`src/rtl/mul_if.sv`:
```
// Issue/result bundle between the execute stage and the iterative multiplier.
// The execute stage drives the request side (master); the multiplier owns busy/done/result (slave).
interface mul_if #(
  parameter int XLEN = 32
);
  logic            start;
  logic            kill;
  logic [1:0]      op;
  logic [XLEN-1:0] rs1;
  logic [XLEN-1:0] rs2;
  logic            busy;
  logic            done;
  logic [XLEN-1:0] result;

  modport master (
    output start, kill, op, rs1, rs2,
    input  busy, done, result
  );

  modport slave (
    input  start, kill, op, rs1, rs2,
    output busy, done, result
  );
endinterface

```
`src/rtl/mul_unit.sv`:
```
// Radix-2 shift-add RV32M multiplier (MUL/MULH/MULHSU/MULHU).
// Operands are multiplied as magnitudes; the product sign is restored on the last add.
module mul_unit #(
  parameter int XLEN = 32
) (
  input  logic clk,
  input  logic rst_n,
  mul_if.slave bus
);
  localparam int CW = $clog2(XLEN);

  typedef enum logic [1:0] {IDLE, RUN, DONE} state_t;

  state_t            state_reg, state_next;
  logic [2*XLEN-1:0] acc_reg, acc_next;
  logic [2*XLEN-1:0] mcand_reg, mcand_next;
  logic [XLEN-1:0]   mplier_reg, mplier_next;
  logic [CW-1:0]     count_reg, count_next;
  logic              neg_reg, neg_next;
  logic [1:0]        op_reg, op_next;
  logic [XLEN-1:0]   result_reg, result_next;

  logic              a_signed, b_signed, a_neg, b_neg;
  logic [XLEN-1:0]   a_abs, b_abs;
  logic [2*XLEN-1:0] sum, prod;

  // rs1 is signed for MULH/MULHSU, rs2 only for MULH
  assign a_signed = (bus.op == 2'b01) || (bus.op == 2'b10);
  assign b_signed = (bus.op == 2'b01);
  assign a_neg    = a_signed && bus.rs1[XLEN-1];
  assign b_neg    = b_signed && bus.rs2[XLEN-1];
  assign a_abs    = a_neg ? -bus.rs1 : bus.rs1;
  assign b_abs    = b_neg ? -bus.rs2 : bus.rs2;

  assign sum  = acc_reg + (mplier_reg[0] ? mcand_reg : '0);
  assign prod = neg_reg ? -sum : sum;

  always_comb begin
    state_next  = state_reg;
    acc_next    = acc_reg;
    mcand_next  = mcand_reg;
    mplier_next = mplier_reg;
    count_next  = count_reg;
    neg_next    = neg_reg;
    op_next     = op_reg;
    result_next = result_reg;
    case (state_reg)
      IDLE: begin
        if (bus.start && !bus.kill) begin
          state_next  = RUN;
          acc_next    = '0;
          mcand_next  = {{XLEN{1'b0}}, a_abs};
          mplier_next = b_abs;
          count_next  = '0;
          neg_next    = a_neg ^ b_neg;
          op_next     = bus.op;
        end
      end
      RUN: begin
        if (bus.kill) begin
          state_next = IDLE;
        end else begin
          acc_next    = sum;
          mcand_next  = mcand_reg << 1;
          mplier_next = mplier_reg >> 1;
          count_next  = count_reg + CW'(1);
          // The final partial product is folded straight into the result.
          if (count_reg == CW'(XLEN-1)) begin
            state_next  = DONE;
            result_next = (op_reg == 2'b00) ? prod[XLEN-1:0] : prod[2*XLEN-1:XLEN];
          end
        end
      end
      DONE:    state_next = IDLE;
      default: state_next = IDLE;
    endcase
  end

  always_ff @(posedge clk or negedge rst_n) begin
    if (!rst_n) begin
      state_reg  <= IDLE;
      acc_reg    <= '0;
      mcand_reg  <= '0;
      mplier_reg <= '0;
      count_reg  <= '0;
      neg_reg    <= 1'b0;
      op_reg     <= 2'b00;
      result_reg <= '0;
    end else begin
      state_reg  <= state_next;
      acc_reg    <= acc_next;
      mcand_reg  <= mcand_next;
      mplier_reg <= mplier_next;
      count_reg  <= count_next;
      neg_reg    <= neg_next;
      op_reg     <= op_next;
      result_reg <= result_next;
    end
  end

  assign bus.busy   = (state_reg != IDLE);
  assign bus.done   = (state_reg == DONE);
  assign bus.result = result_reg;
endmodule

```
`src/flat_wrapper.sv`:
```
// flat-port wrapper written by rule: the top's interface ports become plain ports
module mul_unit_flat 
#(
  parameter int XLEN = 32
)
  (clk, rst_n, bus_start, bus_kill, bus_op, bus_rs1, bus_rs2, bus_busy, bus_done, bus_result);
  mul_if #(.XLEN(XLEN)) bus_i ();
  input  logic clk;
  input  logic rst_n;
  input wire logic [$bits(bus_i.start)-1:0] bus_start;
  input wire logic [$bits(bus_i.kill)-1:0] bus_kill;
  input wire logic [$bits(bus_i.op)-1:0] bus_op;
  input wire logic [$bits(bus_i.rs1)-1:0] bus_rs1;
  input wire logic [$bits(bus_i.rs2)-1:0] bus_rs2;
  output wire logic [$bits(bus_i.busy)-1:0] bus_busy;
  output wire logic [$bits(bus_i.done)-1:0] bus_done;
  output wire logic [$bits(bus_i.result)-1:0] bus_result;
  assign bus_i.start = bus_start;
  assign bus_i.kill = bus_kill;
  assign bus_i.op = bus_op;
  assign bus_i.rs1 = bus_rs1;
  assign bus_i.rs2 = bus_rs2;
  assign bus_busy = bus_i.busy;
  assign bus_done = bus_i.done;
  assign bus_result = bus_i.result;
  mul_unit #(.XLEN(XLEN)) u_core (.clk(clk), .rst_n(rst_n), .bus(bus_i));
endmodule
```
`config.mk`:
```
export PLATFORM = sky130hd
export DESIGN_NAME = mul_unit_flat
export DESIGN_NICKNAME = d
export VERILOG_FILES = /design/src/rtl/mul_if.sv /design/src/rtl/mul_unit.sv /design/src/flat_wrapper.sv
export SDC_FILE = /design/constraint.sdc
export NUM_CORES = 1
export LEC_CHECK = 0
export ABC_AREA = 1
export CORE_MARGIN = 2
export CORE_UTILIZATION = 28
export CTS_CLUSTER_DIAMETER = 200
export DETAILED_ROUTE_END_ITERATION = 10
export MAX_ROUTING_LAYER = met4
export PLACE_DENSITY = 0.42
export SYNTH_ARGS = -nofsm -noshare
export SYNTH_HDL_FRONTEND = slang
export SYNTH_SLANG_ARGS = --single-unit
```
`constraint.sdc`:
```
create_clock -name clk -period 3.49 [get_ports clk]
set_input_delay 0.349 -clock clk [delete_from_list [all_inputs] [get_ports clk]]
set_output_delay 0.349 -clock clk [all_outputs]
set_load 0.01 [all_outputs]
```
Word-level counts from Yosys, hierarchy flattened
Cells that the tools add are included.

word-level totals
  word-level logic and storage cells = 57
  input bits = 70
  register bits = 202
  output and inout port bits = 34

operators by class
  mux-type cells = 21
  add/subtract/negate cells = 5
  bitwise logic cells = 2
  equality and inequality tests = 8
  reduce and logical (&&, ||, !) cells = 13

operator list
  cell                                                  number
  2-to-1 mux 64 bit                                     6
  one-hot mux 64 bit (2 select lines)                   2
  2-to-1 mux 32 bit                                     5
  adder 64 bit                                          1
  negator 32 bit                                        2
  negator 64 bit                                        1
  one-hot mux 32 bit (2 select lines)                   1
  2-to-1 mux 5 bit                                      2
  one-hot mux 5 bit (2 select lines)                    1
  2-to-1 mux 2 bit                                      3
  AND reduction 3 bit                                   2
  adder 5 x 1 -> 5 bit (second input constant)          1
  equality test 5 bit (second input constant)           1
  equality test 2 x 1 -> 1 bit (second input constant)  2
  equality test 2 bit (second input constant)           2
  zero test 2 bit                                       2
  one-hot mux 2 bit (2 select lines)                    1
  AND reduction 2 bit                                   2
  nonzero test 2 bit                                    2
  logical AND 1 bit                                     3
  != test 3 x 2 -> 1 bit (second input constant)        1
  != test 2 x 1 -> 1 bit (second input constant)        1
  != test 2 bit (second input constant)                 1
  zero test 1 bit                                       1
  other kinds (3)                                       3

Logic depth before layout (Yosys ltp)
  word-level depth = 6
  gate-level depth with buffers = 29
  depth with buffers taken out = 27

Worst setup path before layout
Ideal clock, no wire load.

  path type = reg-to-reg
  start point = register u_core.mplier_reg[0]
  end point = register u_core.result_reg[21] (netlist: u_core.bus.result[21])
  setup slack = 0.054 ns
  clock period less this slack = 3.436 ns
  library setup time = 0.073 ns
  path buffers = 2
  data required time = 3.417 ns
  stages on the path, launching flop included = 25
  arrival = 3.363 ns
  cell sequence = dfrtp_1 -> clkbuf_1 -> clkbuf_1 -> nand2_1 -> inv_1 -> ha_1 -> inv_1 -> fa_1 -> inv_2 -> nand3_1 -> nand2_2 -> nand2_1 -> nand2_1 -> nand3_1 -> nor2_2 -> nand2_2 -> nor2_4 -> nand4_1 -> nor2_4 -> nand2_4 -> o21ai_2 -> nand2_1 -> nand2_1 -> nand3_1 -> a21oi_2

between the ends
  word-level cells in the longest chain between the ends = 5

RTL lines
  item                    RTL line        text
  from (decl)             mul_unit.sv:17  logic [XLEN-1:0] mplier_reg, mplier_next;
  from (signal assigned)  mul_unit.sv:93  mplier_reg <= mplier_next;
  2-to-1 mux 64 bit *     mul_unit.sv:35  assign sum = acc_reg + (mplier_reg[0] ? mcand_reg : '0);
  adder 64 bit *          mul_unit.sv:35
  negator 64 bit          mul_unit.sv:36  assign prod = neg_reg ? -sum : sum;
  2-to-1 mux 64 bit *     mul_unit.sv:36
  2-to-1 mux 32 bit *     mul_unit.sv:70  result_next = (op_reg == 2'b00) ? prod[XLEN-1:0] : prod[2*XLEN-1:XLEN];
  to (signal assigned)    mul_unit.sv:97  result_reg <= result_next;
  to (decl)               mul_unit.sv:21  logic [XLEN-1:0] result_reg, result_next;

Mark *: on every way between the ends. The rest lies on a longest branch, timed or not.
A chain may end at the register's enable or synchronous reset.

Final worst setup path
  start point = register u_core.mplier_reg[0]
  end point = register u_core.result_reg[4] (netlist: u_core.bus.result[4])

Same word-level chain as after synthesis.

==> flow_summary.ini <==
[floorplanning]
die-area_mm2 = 0.0692
start_util_pct = 28.4
die_w_um = 263
core_area_mm2 = 0.0661
io_pins = 104
row_count = 94
die_height_um = 263

[worst_setup_path]
ff2ff_path_depth = 27
worstPathArrival_ns = 4.24
endpoint_kind = register
crit_start = u_core.mplier_reg[0]
reg2reg_from = u_core.mplier_reg[0]
crit_type = reg2reg
critPathLaunchType = register
ff2ff_setup_slack_ns = -0.22
crit_path_max_fanout = 7
reg2reg_to = u_core.bus.result[4]
required_ns = 4.02

[sta]
setup_viol = 25
setup_ws_ns = -0.224
fin_skew_ns = 0.0225
fin_crit_sh_pct = 106
rsz0062_at_grt = true
worst_pin_slew_ns = 0.767
hold_viol_final = 0
fin_tns_setup_ns = -3.10
max_freq_ghz = 0.269
period_needed_ns = 3.71
drv_slew = 0
hold_ws_ns = 0.292
maxSlewHeadroom_pct = 48.9

[route]
wire_per_inst_um = 19.5
routed_wl_mm = 91.3
drc = 0
firstDrtPassIters = 7
antenna_left = 0
via_per_inst = 4.81
drt_iter0_markers = 1541
num_vias = 22500

[power_and_ir_drop]
seq_power_share_pct = 20.9
p_sw_w = 0.00663
power.internal_w = 0.00822
combPwrFrac_pct = 58.4
netSwitchingFraction_pct = 44.7
leakagePower_nw = 15.1
finalPower_w = 0.0149
power.density_mw_per_mm2 = 516
pwr-share-clk_pct = 20.7
ir_worst_vdd_v = 0.000455

[synth]
yosysTopAreaCellShare_pct = 26.9
synth_warnings = 0
synthFlopType = dfrtp_1
ys_ff_latch = 202
netlist_top_cells_count = nand2_1, inv_1, nor2_1, dfrtp_1, o21ai_0
avgSynthCellArea_um2 = 5.91
synthArstFlopShare_pct = 100
synth_fp_nets = 3321
synth_cell_types = 46
synth_edf_count = 0
mappedNetlistArea_mm2 = 0.0188
synthCells = 3181
netlist_top_cells_area = dfrtp_1, nand2_1, inv_1
synth.most_common_cell = nand2_1
yosysTopAreaCell = dfrtp_1
yosysSeqAreaShare_pct = 26.9

[placement]
dp_slack_ns = -0.645
gp_congestion = 0.983
portBuffers = 103
post-dp-hpwl_mm = 72.1

[clock_network]
clock_latency_ns = 0.60
cts_buffers = 29
clock_sinks = 202
ctsLongestPathBuffers = 3
path_clk_slew_ns = 0.06
cts-root-buf = clkbuf_16
cts_tree = done
htreeDepth = 1

[global_route]
grt_pass1_vias = 22100
grt_max_degree = 62
grt_overflow = 0
antenna_found_initial = 2
grt.total_usage_pct = 26.5
grt_pass1_wl_mm = 136

[run_status]
status = finished, violations left
violations = setup timing

[run]
cap_violations = 0

[layout]
layout-drive-gt1-share_pct = 33.6
syn2layout_area_growth_pct = 53.1
final_net_count = 3937
fin_util_pct = 43.5
n_fill_cell = 7066

[worst_hold_path]
hold_path.class = in2async
## worst max-delay path by stage
stage	end	slack, ns	depth (start not counted)
global placement	u_core.bus.result[25]	-0.69	23
finish	u_core.bus.result[4]	-0.22	27
floorplan	u_core.bus.result[21]	0.05	24
detailed placement	u_core.bus.result[25]	-0.65	23
CTS	u_core.bus.result[25]	-0.22	25
global route	u_core.bus.result[4]	-0.37	27
## timing repair
item / in CTS / in global routing
endpoints found under the hold margin: 54 / 0
cloned: 1 / 0
gates resized for setup: 371 / 364
pin swaps: 53 / 142
setup buffers: 50 / 41
hold buffers: 1 / 0
setup endpoints to repair: 33 / 33
## placed cells by master (no fill, tap or decap), types with 8 or more instances in the layout
cell / synthesis / layout
xnor2_1: 20 / 19
buf_4: 1 / 524
inv_2: 19 / 60
ha_4: 0 / 33
nor2_1: 271 / 182
o21ai_0: 201 / 194
buf_6: 0 / 21
inv_1: 528 / 485
nand2_2: 41 / 232
a21oi_2: 2 / 36
nor2_2: 30 / 61
nand3_1: 193 / 153
ha_1: 69 / 30
nand3_2: 15 / 41
nor3_1: 32 / 26
dfrtp_1: 202 / 200
o211ai_1: 10 / 10
nand3_4: 1 / 15
nand2_1: 1143 / 874
nand3b_1: 14 / 14
a31oi_1: 15 / 15
nor2_4: 13 / 71
clkdlybuf4s50_1: 0 / 102
buf_12: 0 / 18
o21bai_1: 8 / 8
o31ai_1: 21 / 21
o221ai_1: 27 / 27
clkbuf_16: 0 / 29
xor2_1: 32 / 31
a21oi_1: 123 / 85
nand2_4: 3 / 80
o21ai_1: 5 / 9
nand4_1: 24 / 24
## critical path, cell delays in order, from the launching register on
cell and delay, ns:
dfrtp_2 0.46, buf_6 0.14, buf_12 0.12, buf_16 0.14, nand2_2 0.06, inv_2 0.06, ha_4 0.30, nand2_4 0.08
inv_2 0.08, buf_4 0.10, nand3_2 0.12, nand2_4 0.13, nand2_2 0.08, nand2_4 0.10, nand2_2 0.11, nand2_4 0.12
buf_6 0.11, nand2_1 0.08, nor2_4 0.14, nand2_2 0.07, nor2_4 0.14, nand2_2 0.09, buf_6 0.14, o21ai_4 0.20
nor2_1 0.07, nor2_1 0.13, nand2_2 0.13, a21oi_2 0.14
## power by group through the flow
stage                     sequential (W)  combinational, W  clock [W]
after floorplan                  0.00290           0.00328          0
after global placement           0.00307           0.00647          0
after detailed placement         0.00306           0.00646          0
after CTS                        0.00308           0.00763    0.00316
after global routing             0.00315           0.00931    0.00324
final                            0.00311           0.00867    0.00308
## layer usage
| layer | part of all wire [%] | GRT usage, % | up-vias | wire [µm] |
|---|---|---|---|---|
| li1 | - | - | 11200 | - |
| met1 | 47 | 36.5 | 10700 | 43100 |
| met2 | 45 | 41.4 | 560 | 41000 |
| met3 | 5.7 | 3.29 | 89 | 5190 |
| met4 | 2.3 | 5.92 | 0 | 2080 |
| met5 | 0 | - | - | 0 |
## metrics by stage
stage	cells	area, µm²
floorplan	3181	18800
global placement	4537	24300
detailed placement	4537	24300
CTS	4642	27100
global route	4683	28800
finish	4684	28800
## layout make-up
type | count | area (µm²) | area share, %
clock inverters | 14 | 144 | 0.500
flip-flops and latches | 202 | 5060 | 17.6
well taps | 864 | 1080 | 3.76
inverters | 553 | 2080 | 7.24
multi-input cells | 2343 | 14000 | 48.6
clock buffers | 39 | 813 | 2.83
diodes | 1 | 2.50 | 0.00870
repair buffers | 668 | 5600 | 19.5
## kinds of logic (layout without fill, tap and decap cells)
kind of cell    Yosys count  in the layout  synth area share (%)
compound gates          421            421                  12.6
xor+xnor                 54             54                  2.60
fa+ha+maj                70             70                  4.70
buf+inv                 636           1274                  12.8
flops                   202            202                  26.9
other cells               0              1                     0
simple gates           1798           1798                  40.5
(Power assumes the default switching activity.)
